==> config.mk <==
export PLATFORM = sky130hd
export DESIGN_NAME = uart_tx_arbiter
export DESIGN_NICKNAME = d
export VERILOG_FILES = /design/src/rtl/uart_tx_arbiter.sv
export SDC_FILE = /design/constraint.sdc
export NUM_CORES = 1
export LEC_CHECK = 0
export CAP_MARGIN = 20
export CELL_PAD_IN_SITES_DETAIL_PLACEMENT = 1
export CELL_PAD_IN_SITES_GLOBAL_PLACEMENT = 1
export CORE_ASPECT_RATIO = 2
export CORE_MARGIN = 3
export CORE_UTILIZATION = 30
export CTS_CLUSTER_DIAMETER = 50
export CTS_CLUSTER_SIZE = 40
export DETAILED_ROUTE_END_ITERATION = 6
export PLACE_DENSITY = 0.8
export SLEW_MARGIN = 20
export SYNTH_ARGS = -nofsm -noshare
export SYNTH_HDL_FRONTEND = slang
export SYNTH_SLANG_ARGS = --single-unit
==> constraint.sdc <==
create_clock -name clk -period 2.47 [get_ports clk]
set_clock_uncertainty 0.05 [all_clocks]
set_input_delay 0.6175 -clock clk [delete_from_list [all_inputs] [get_ports clk]]
set_output_delay 0.6175 -clock clk [all_outputs]
set_load 0.02 [all_outputs]
==> src/rtl/uart_tx_arbiter.sv <==
// Round-robin, message-granular arbiter sharing one UART transmit byte channel
// among NREQ requesters, with an optional ASCII '0'+id tag before each message.
module uart_tx_arbiter #(
  parameter int NREQ      = 4,
  parameter bit PREFIX_EN = 1'b1,
  parameter int MAX_BURST = 64,
  localparam int GW = (NREQ > 1) ? $clog2(NREQ) : 1,
  localparam int BW = (MAX_BURST > 0) ? $clog2(MAX_BURST + 1) : 1
) (
  input  logic              clk,
  input  logic              rst,
  input  logic [NREQ-1:0]   req_valid,
  input  logic [8*NREQ-1:0] req_data,
  input  logic [NREQ-1:0]   req_last,
  output logic [NREQ-1:0]   req_ready,
  output logic              out_valid,
  output logic [7:0]        out_data,
  input  logic              out_ready,
  output logic              busy,
  output logic [GW-1:0]     grant_id
);

  typedef enum logic [1:0] {IDLE, TAG, STREAM} state_t;

  state_t        state_reg, state_next;
  logic [GW-1:0] grant_reg, grant_next;
  logic [GW-1:0] rr_ptr_reg, rr_ptr_next;
  logic [BW-1:0] burst_cnt_reg, burst_cnt_next;

  logic [7:0]    data_arr [NREQ];
  logic          any_req;
  logic [GW-1:0] winner;
  logic          sel_valid;
  logic          sel_last;
  logic          xfer;
  logic          burst_hit;

  genvar gi;
  generate
    for (gi = 0; gi < NREQ; gi++) begin : g_unpack
      assign data_arr[gi] = req_data[8*gi +: 8];
    end
  endgenerate

  generate
    if (MAX_BURST > 0) begin : g_burst_limit
      assign burst_hit = (burst_cnt_reg == BW'(MAX_BURST - 1));
    end else begin : g_burst_unlimited
      assign burst_hit = 1'b0;
    end
  endgenerate

  // Scan from rr_ptr+NREQ down to rr_ptr+1 so the nearest requester after rr_ptr wins last.
  always_comb begin
    int idx;
    idx     = 0;
    winner  = rr_ptr_reg;
    any_req = 1'b0;
    for (int k = NREQ; k >= 1; k--) begin
      idx = int'(rr_ptr_reg) + k;
      if (idx >= NREQ) idx = idx - NREQ;
      if (req_valid[idx[GW-1:0]]) begin
        winner  = idx[GW-1:0];
        any_req = 1'b1;
      end
    end
  end

  assign sel_valid = req_valid[grant_reg];
  assign sel_last  = req_last[grant_reg];
  assign xfer      = (state_reg == STREAM) && sel_valid && out_ready;

  always_ff @(posedge clk) begin
    if (!rst) begin
      state_reg     <= IDLE;
      grant_reg     <= '0;
      rr_ptr_reg    <= GW'(NREQ - 1);
      burst_cnt_reg <= '0;
    end else begin
      state_reg     <= state_next;
      grant_reg     <= grant_next;
      rr_ptr_reg    <= rr_ptr_next;
      burst_cnt_reg <= burst_cnt_next;
    end
  end

  always_comb begin
    state_next     = state_reg;
    grant_next     = grant_reg;
    rr_ptr_next    = rr_ptr_reg;
    burst_cnt_next = burst_cnt_reg;
    case (state_reg)
      IDLE: begin
        if (any_req) begin
          grant_next     = winner;
          rr_ptr_next    = winner;
          burst_cnt_next = '0;
          state_next     = PREFIX_EN ? TAG : STREAM;
        end
      end
      TAG: begin
        if (out_ready) state_next = STREAM;
      end
      STREAM: begin
        // Grant is held while the grantee idles; only a transfer can end it.
        if (xfer) begin
          if (sel_last || burst_hit) begin
            state_next     = IDLE;
            burst_cnt_next = '0;
          end else if (MAX_BURST > 0) begin
            burst_cnt_next = burst_cnt_reg + 1'b1;
          end
        end
      end
      default: state_next = IDLE;
    endcase
  end

  always_comb begin
    out_valid = 1'b0;
    out_data  = '0;
    req_ready = '0;
    case (state_reg)
      TAG: begin
        out_valid = 1'b1;
        out_data  = 8'h30 + 8'(grant_reg);
      end
      STREAM: begin
        out_valid            = sel_valid;
        out_data             = data_arr[grant_reg];
        req_ready[grant_reg] = out_ready;
      end
      default: begin
        out_valid = 1'b0;
      end
    endcase
  end

  assign busy     = (state_reg != IDLE);
  assign grant_id = grant_reg;

endmodule

==> flow_metrics.tcl, run 1 <==
set metrics [dict create \
    synthFlopType "dfxtp_1" \
    violations "setup timing" \
    synth-seq-cells 13 \
    hold_violations 0 \
    drtAntennaViolNets 0 \
    port_buffers 58 \
    antenna_found_initial 1 \
    holdBufCountCts 0 \
    cts_buffer_depth 2 \
    ys_types 51 \
    crit_type "in -> out" \
    drv_slew 0 \
    power.leakage_uw 0.0009176 \
    die_w_um 52.53 \
    synth_top_area_frac 0.2004 \
    dieArea_sq_um 5203 \
    area.growth.synth_to_final_pct 64.07 \
    row_count 33 \
    seq_area_frac_synth 0.2004 \
    final_cell_count_no_fill 267 \
    max_stage_delay_ns 0.50 \
    clock_sinks 13 \
    setup_violations 3 \
    vdd.ir_drop.worst_mv 0.4127 \
    synth_area_sq_um 1299 \
    cts-root-buf "clkbuf_8" \
    multi_input_area_sq_um 1025 \
    drive_above_1_share 0.2757 \
    route.detailed.drc 0 \
    max_freq_mhz 398.4 \
    yosysTopAreaCell "dfxtp_1" \
    tightest_slew_ns 0.4675 \
    dpl.hpwl_mm 4.259 \
    p_per_area_nw_per_um2 864.7 \
    hold_path.class "reg -> reg" \
    post-place-cells 260 \
    avgSynthCellArea_sq_um 9.146 \
    wirelength_mm 5.786 \
    pin_count 59 \
    critPathRequiredTime_ns 1.80 \
    htreeDepth 1 \
    place_ws_ns -0.5536 \
    layout_min_cycle_time_ns 2.510 \
    seq_area_sq_um 260.3 \
    wl_per_cell_um 21.67 \
    insertion_delay_ns 0.25 \
    vias 1509 \
    fin_crit_sh 1.016 \
    grt_pass1_vias 1671 \
    drtPass1Iterations 5 \
    drt_iter0_markers 22 \
    start_kind "input pin" \
    yosys_warnings 0 \
    cap_violations 0 \
    overflow 0 \
    gp_congestion 0.8381 \
    worst_path_max_delay_cell "mux4_2" \
    initial_core_util 0.3145 \
    grt_pass1_wl_mm 8.583 \
    grt_max_degree 19 \
    fillCellCount 489 \
    cp-end-kind "output port" \
    clk_pin_slew_worst_paths_ns 0.06 \
    cp_cell_sequence "dlygate4sd2_1 -> mux4_2 -> a22oi_2 -> nor2b_1 -> buf_4" \
    async_reset_ff_frac 0 \
    die_h_um 99.05 \
    routed_via_density 5.652 \
    grt_setup_unrepaired "yes" \
    synth_top_cells_by_area "dfxtp_1, mux4_1, ha_1, mux4_2, nand2_1" \
    timing.hold.ws_ns 0.4019 \
    setup_ws_ns -0.04032 \
    synth_edf_count 0 \
    cts_tree "yes" \
    slew-limit-headroom 0.6873 \
    track_usage 0.2195 \
    cp_data_arrival_time_ns 1.84 \
    path_max_fanout 1 \
    cts_made_buffers 3 \
    syn_inst 142 \
    fin_nets 264 \
    largest_reg_flops 7 \
    synth_nets 191 \
    status "finished, violations left" \
    core_area_sq_um 4129 \
]
==> layout make-up <==
class / instances / share of cell area
well taps: 52 / 0.03053
inverters: 4 / 0.007046
clock buffers: 4 / 0.02114
repair buffers: 77 / 0.3371
diodes: 1 / 0.001174
flip-flops and latches: 13 / 0.1221
multi-input cells: 116 / 0.4809
==> path summary, 6_finish.rpt <==
check	from	cells after the start	end	slack, ns
min	burst_cnt_reg[6]	1	burst_cnt_reg[6]	0.40
max reg2reg	grant_id[0]	6	burst_cnt_reg[3]	0.34
max	req_data[25]	5	out_data[1]	-0.04
min reg2reg	burst_cnt_reg[6]	1	burst_cnt_reg[6]	0.40
==> routing by layer <==
layer  vias up  wire length [um]  GRT usage  part of all wire
met5         -                 0          0                 0
met4         0               183    0.08661             0.032
met3        14               331    0.04690             0.057
met2        65              3431     0.4473              0.59
met1       737              1839     0.1852              0.32
li1        693                 -          -                 -
==> report_power, final <==
part / total [uW] / internal [uW] / switching (uW)
clock network: 200 / 114 / 85.3
registers: 336 / 257 / 79.2
logic: 1310 / 628 / 679
==> metrics by stage <==
stage | cell area, sq um | total power (uW) | TNS, ns | utilization
floorplan | 1299 | 1056 | 0 | -
global placement | 2042 | 1468 | -4.630 | 0.4945
detailed placement | 2042 | 1539 | -5.273 | 0.4945
CTS | 2079 | 1796 | -0.1314 | 0.5036
global route | 2131 | 1959 | -0.1428 | 0.5161
finish | 2131 | 1842 | -0.06345 | 0.5161
==> worst max-delay path, delay by kind of cell <==
kind / cells / cell delay, ns
AO/OA/AOI/OAI: 1 / 0.23
buffers and inverters: 2 / 0.40
multiplexers: 1 / 0.50
AND/OR/NAND/NOR: 1 / 0.10
==> timing repair <==
action | 4_1_cts | 5_1_grt
pin swaps | 8 | 1
setup endpoints to repair | 13 | 8
resized for setup | 83 | 22
setup buffers | 0 | 2
==> synth_stat cells, types with 2 or more instances <==
| master | instances |
|---|---|
| nand3b_1 | 3 |
| mux2i_1 | 4 |
| mux4_1 | 6 |
| nand2_1 | 12 |
| nand3_1 | 4 |
| nor2b_1 | 7 |
| nand4b_1 | 2 |
| and3_1 | 6 |
| and3b_1 | 2 |
| dfxtp_1 | 13 |
| ha_1 | 6 |
| buf_1 | 2 |
| inv_1 | 4 |
| clkbuf_1 | 5 |
| nor3_1 | 3 |
| a31oi_1 | 3 |
| a211oi_1 | 2 |
| nor2_1 | 2 |
| a21oi_1 | 5 |
| a21boi_1 | 2 |
| nand2b_1 | 7 |
| o21ai_0 | 5 |
| nor3b_1 | 4 |
| nand4_1 | 3 |
| a22oi_1 | 2 |
| mux4_2 | 3 |
==> placed cells by master, fill, tap and decap left out, drive strengths merged, types with 2 or more instances in the layout <==
master | Yosys | final
a211oi | 3 | 3
a21boi | 3 | 3
a21oi | 5 | 5
a22oi | 2 | 2
a31oi | 3 | 3
and3 | 6 | 6
and3b | 2 | 2
buf | 4 | 28
clkbuf | 5 | 6
clkdlybuf4s50 | 0 | 18
dfxtp | 13 | 13
dlygate4sd2 | 0 | 18
dlymetal6s2s | 0 | 10
ha | 6 | 6
inv | 4 | 4
mux2i | 4 | 4
mux4 | 9 | 9
nand2 | 12 | 12
nand2b | 7 | 7
nand3 | 5 | 5
nand3b | 3 | 3
nand4 | 3 | 3
nand4b | 2 | 2
nor2 | 2 | 2
nor2b | 7 | 7
nor3 | 3 | 3
nor3b | 5 | 5
o21ai | 6 | 6
o22ai | 2 | 2
o311ai | 2 | 2
==> cell families after synthesis <==
kind of cell             Yosys count  synth area share
AND/OR/NAND/NOR                   62            0.2929
AO/OA/AOI/OAI                     35            0.2004
buffers and inverters             13           0.04431
multiplexers                      13            0.2042
flip-flops                        13            0.2004
adder cells (fa/ha/maj)            6           0.05780
(Power assumes the default switching activity.)
==> run 2: changes to the inputs <==
--- a/config.mk
+++ b/config.mk
@@ -5,7 +5,6 @@
 export SDC_FILE = /design/constraint.sdc
 export NUM_CORES = 1
 export LEC_CHECK = 0
-export CAP_MARGIN = 20
 export CELL_PAD_IN_SITES_DETAIL_PLACEMENT = 1
 export CELL_PAD_IN_SITES_GLOBAL_PLACEMENT = 1
 export CORE_ASPECT_RATIO = 2
@@ -14,6 +13,7 @@
 export CTS_CLUSTER_DIAMETER = 50
 export CTS_CLUSTER_SIZE = 40
 export DETAILED_ROUTE_END_ITERATION = 6
+export GPL_TIMING_DRIVEN = 1
 export PLACE_DENSITY = 0.8
 export SLEW_MARGIN = 20
 export SYNTH_ARGS = -nofsm -noshare
==> results of run 2 <==
The final DEF is identical to that of run 1; final timing and power are the same.
==> variant (settings of run 1) <==
Encoding of `state_t`: now one-hot (3 bits for 3 states).
--- a/src/rtl/uart_tx_arbiter.sv
+++ b/src/rtl/uart_tx_arbiter.sv
@@ -22,3 +22,3 @@
 
-  typedef enum logic [1:0] {IDLE, TAG, STREAM} state_t;
+  typedef enum logic [2:0] {IDLE = 3'b001, TAG = 3'b010, STREAM = 3'b100} state_t;
 
Behaviour: no difference found for any inputs over 10 cycles, from zero or initial values and one cycle with rst low; not proved beyond that.
==> variant against run 1 <==
The run still ends with setup timing left. First-iteration DRC count up 50%. Routed wire length down 8.7%. Sequential cell count up 1. Critical path depth up 1. Setup slack better by 16 ps. Synthesized area down 8.5%. Design area down 5.1%. Critical path type unchanged. Largest cell class unchanged.
Power is not compared: it rests on default switching activity, and its combinational part moved more than twofold at a synthesized area within 25%.
==> variant: results (changes against run 1) <==
* Adder-Cell Fraction of Synth Area at 0.0105 (-0.0473)
* Sequential portion of the cell area at 0.139 (+0.0171)
* CP delay by family, top: buffers and inverters
* N_diodes at 0 (-1)
* Placer Congestion at 0.829 (-1.1%)
* Signal inverters at 5 (+1)
* Worst R2R Path Depth at 7 (+1)
* Worst Setup SP: req_valid[3]
* Slowest stage cell, crit path: clkdlybuf4s50_1
* Yosys warns at 0 (unchanged)
* Synth top cells by count: dfxtp_1, nor2_1, nand2_1
* Failing checks: setup timing
* Non-clk buf share at 0.368 (+0.0311)
* Seq/Total Area, Yosys at 0.236 (+0.0354)
* First-pass GRT wire length at 8320 um (-3.1%)
* Vias per inst at 5.54 (-1.9%)
* H-Tree Depth at 1 (unchanged)
* Synth top area cells: dfxtp_1, mux4_2, mux4_1
* Routed Wire Length at 5280 um (-8.7%)
* Number of I/O port buffers at 58 (unchanged)
* Vias at 1480 (-1.9%)
* Initial antenna violation count at 0 (-1)
* Final setup fails at 1 (-2)
* GRT Total Usage at 0.231 (+0.0111)
* Multi-input combinational gate total at 113 (-2.6%)
* Final setup margin at -24.2 ps (+16.1 ps)
* RR Endpoint: burst_cnt_reg[5]
* FFs & Latches at 14 (+1)
* Compound-Gate Fraction of Synth Area at 0.215 (+0.0144)
* Xor and xnor fraction of the mapped netlist area at 0 (unchanged)
* Post-synthesis mux area share at 0.197 (-0.00740)
* Layout Utilization at 0.543 (+0.0270)
* Post-place setup slack at -568 ps (-14.6 ps)
* Vias in the first global route at 1686 (+0.90%)
* Status: finished, violations left
* DP HPWL at 4120 um (-3.2%)
* Tap cells at 49 (-5.8%)
* Placed Instance Area at 0.00195 sq mm (-4.5%)
* Crit path largest cell delay at 440 ps (-60 ps)
* Post-CTS Setup Inserts at 2 (+2)
* Synth Net Count at 183 (-4.2%)
* Plain + repair buffers at 83 (+7.8%)
* Drt first pass iters at 4 (-1)
* Post-synth cell types at 43 (-16%)
* Worst hold path cell count at 2 (+1)
* DRT iter0 DRCs at 33 (+50%)
* Setup TNS at -24.2 ps (+39.2 ps)
* Async S/R FF share, synth at 0 (unchanged)
* Crit Path Max Fanout at 2 (+1)
* Cells after synthesis at 139 (-2.1%)
* R2r setup slk at 520 ps (+180 ps)
* Largest net degree at the start of global routing at 16 (-3)
* Multi-input logic area at 875 sq um (-15%)
* Final clock-cell share at 0.0204 (-0.000718)
* Filler cell count at 462 (-5.5%)
* Post-CTS Resized at 66 (-20%)
* Ratio of cells with drive above 1 in the final layout at 0.294 (+0.0179)
* Worst-Margin Slew at 663 ps (+196 ps)
* Sw Share at 0.362
* Final hold slack at 392 ps (-9.76 ps)
==> variant: cell count changes after synthesis, sizes merged, moves of 3 or more <==
cell / run 1 / this run
ha: 6 / 1
and2: 0 / 6
nor2b: 7 / 3
nor2: 2 / 13
o211ai: 1 / 5
a21oi: 5 / 10
and3: 6 / 2
clkbuf: 5 / 1
nor3b: 5 / 2
==> variant: metal layers <==
| layer | global-route usage | wire [um] | up-vias | share of wire |
|---|---|---|---|---|
| li1 | - | - | 690 | - |
| met1 | 0.203 | 1770 | 711 | 0.33 |
| met2 | 0.474 | 2970 | 68 | 0.56 |
| met3 | 0.0626 | 422 | 11 | 0.080 |
| met4 | 0.0787 | 118 | 0 | 0.022 |
| met5 | 0 | 0 | - | 0 |
==> variant: worst max-delay path by stage <==
stage / end / slack [ps]
global placement: out_data[1] / -480
detailed placement: out_data[1] / -570
global route: out_valid / -80
finish: out_valid / -20
floorplan: out_data[4] / 210
CTS: out_data[1] / -90
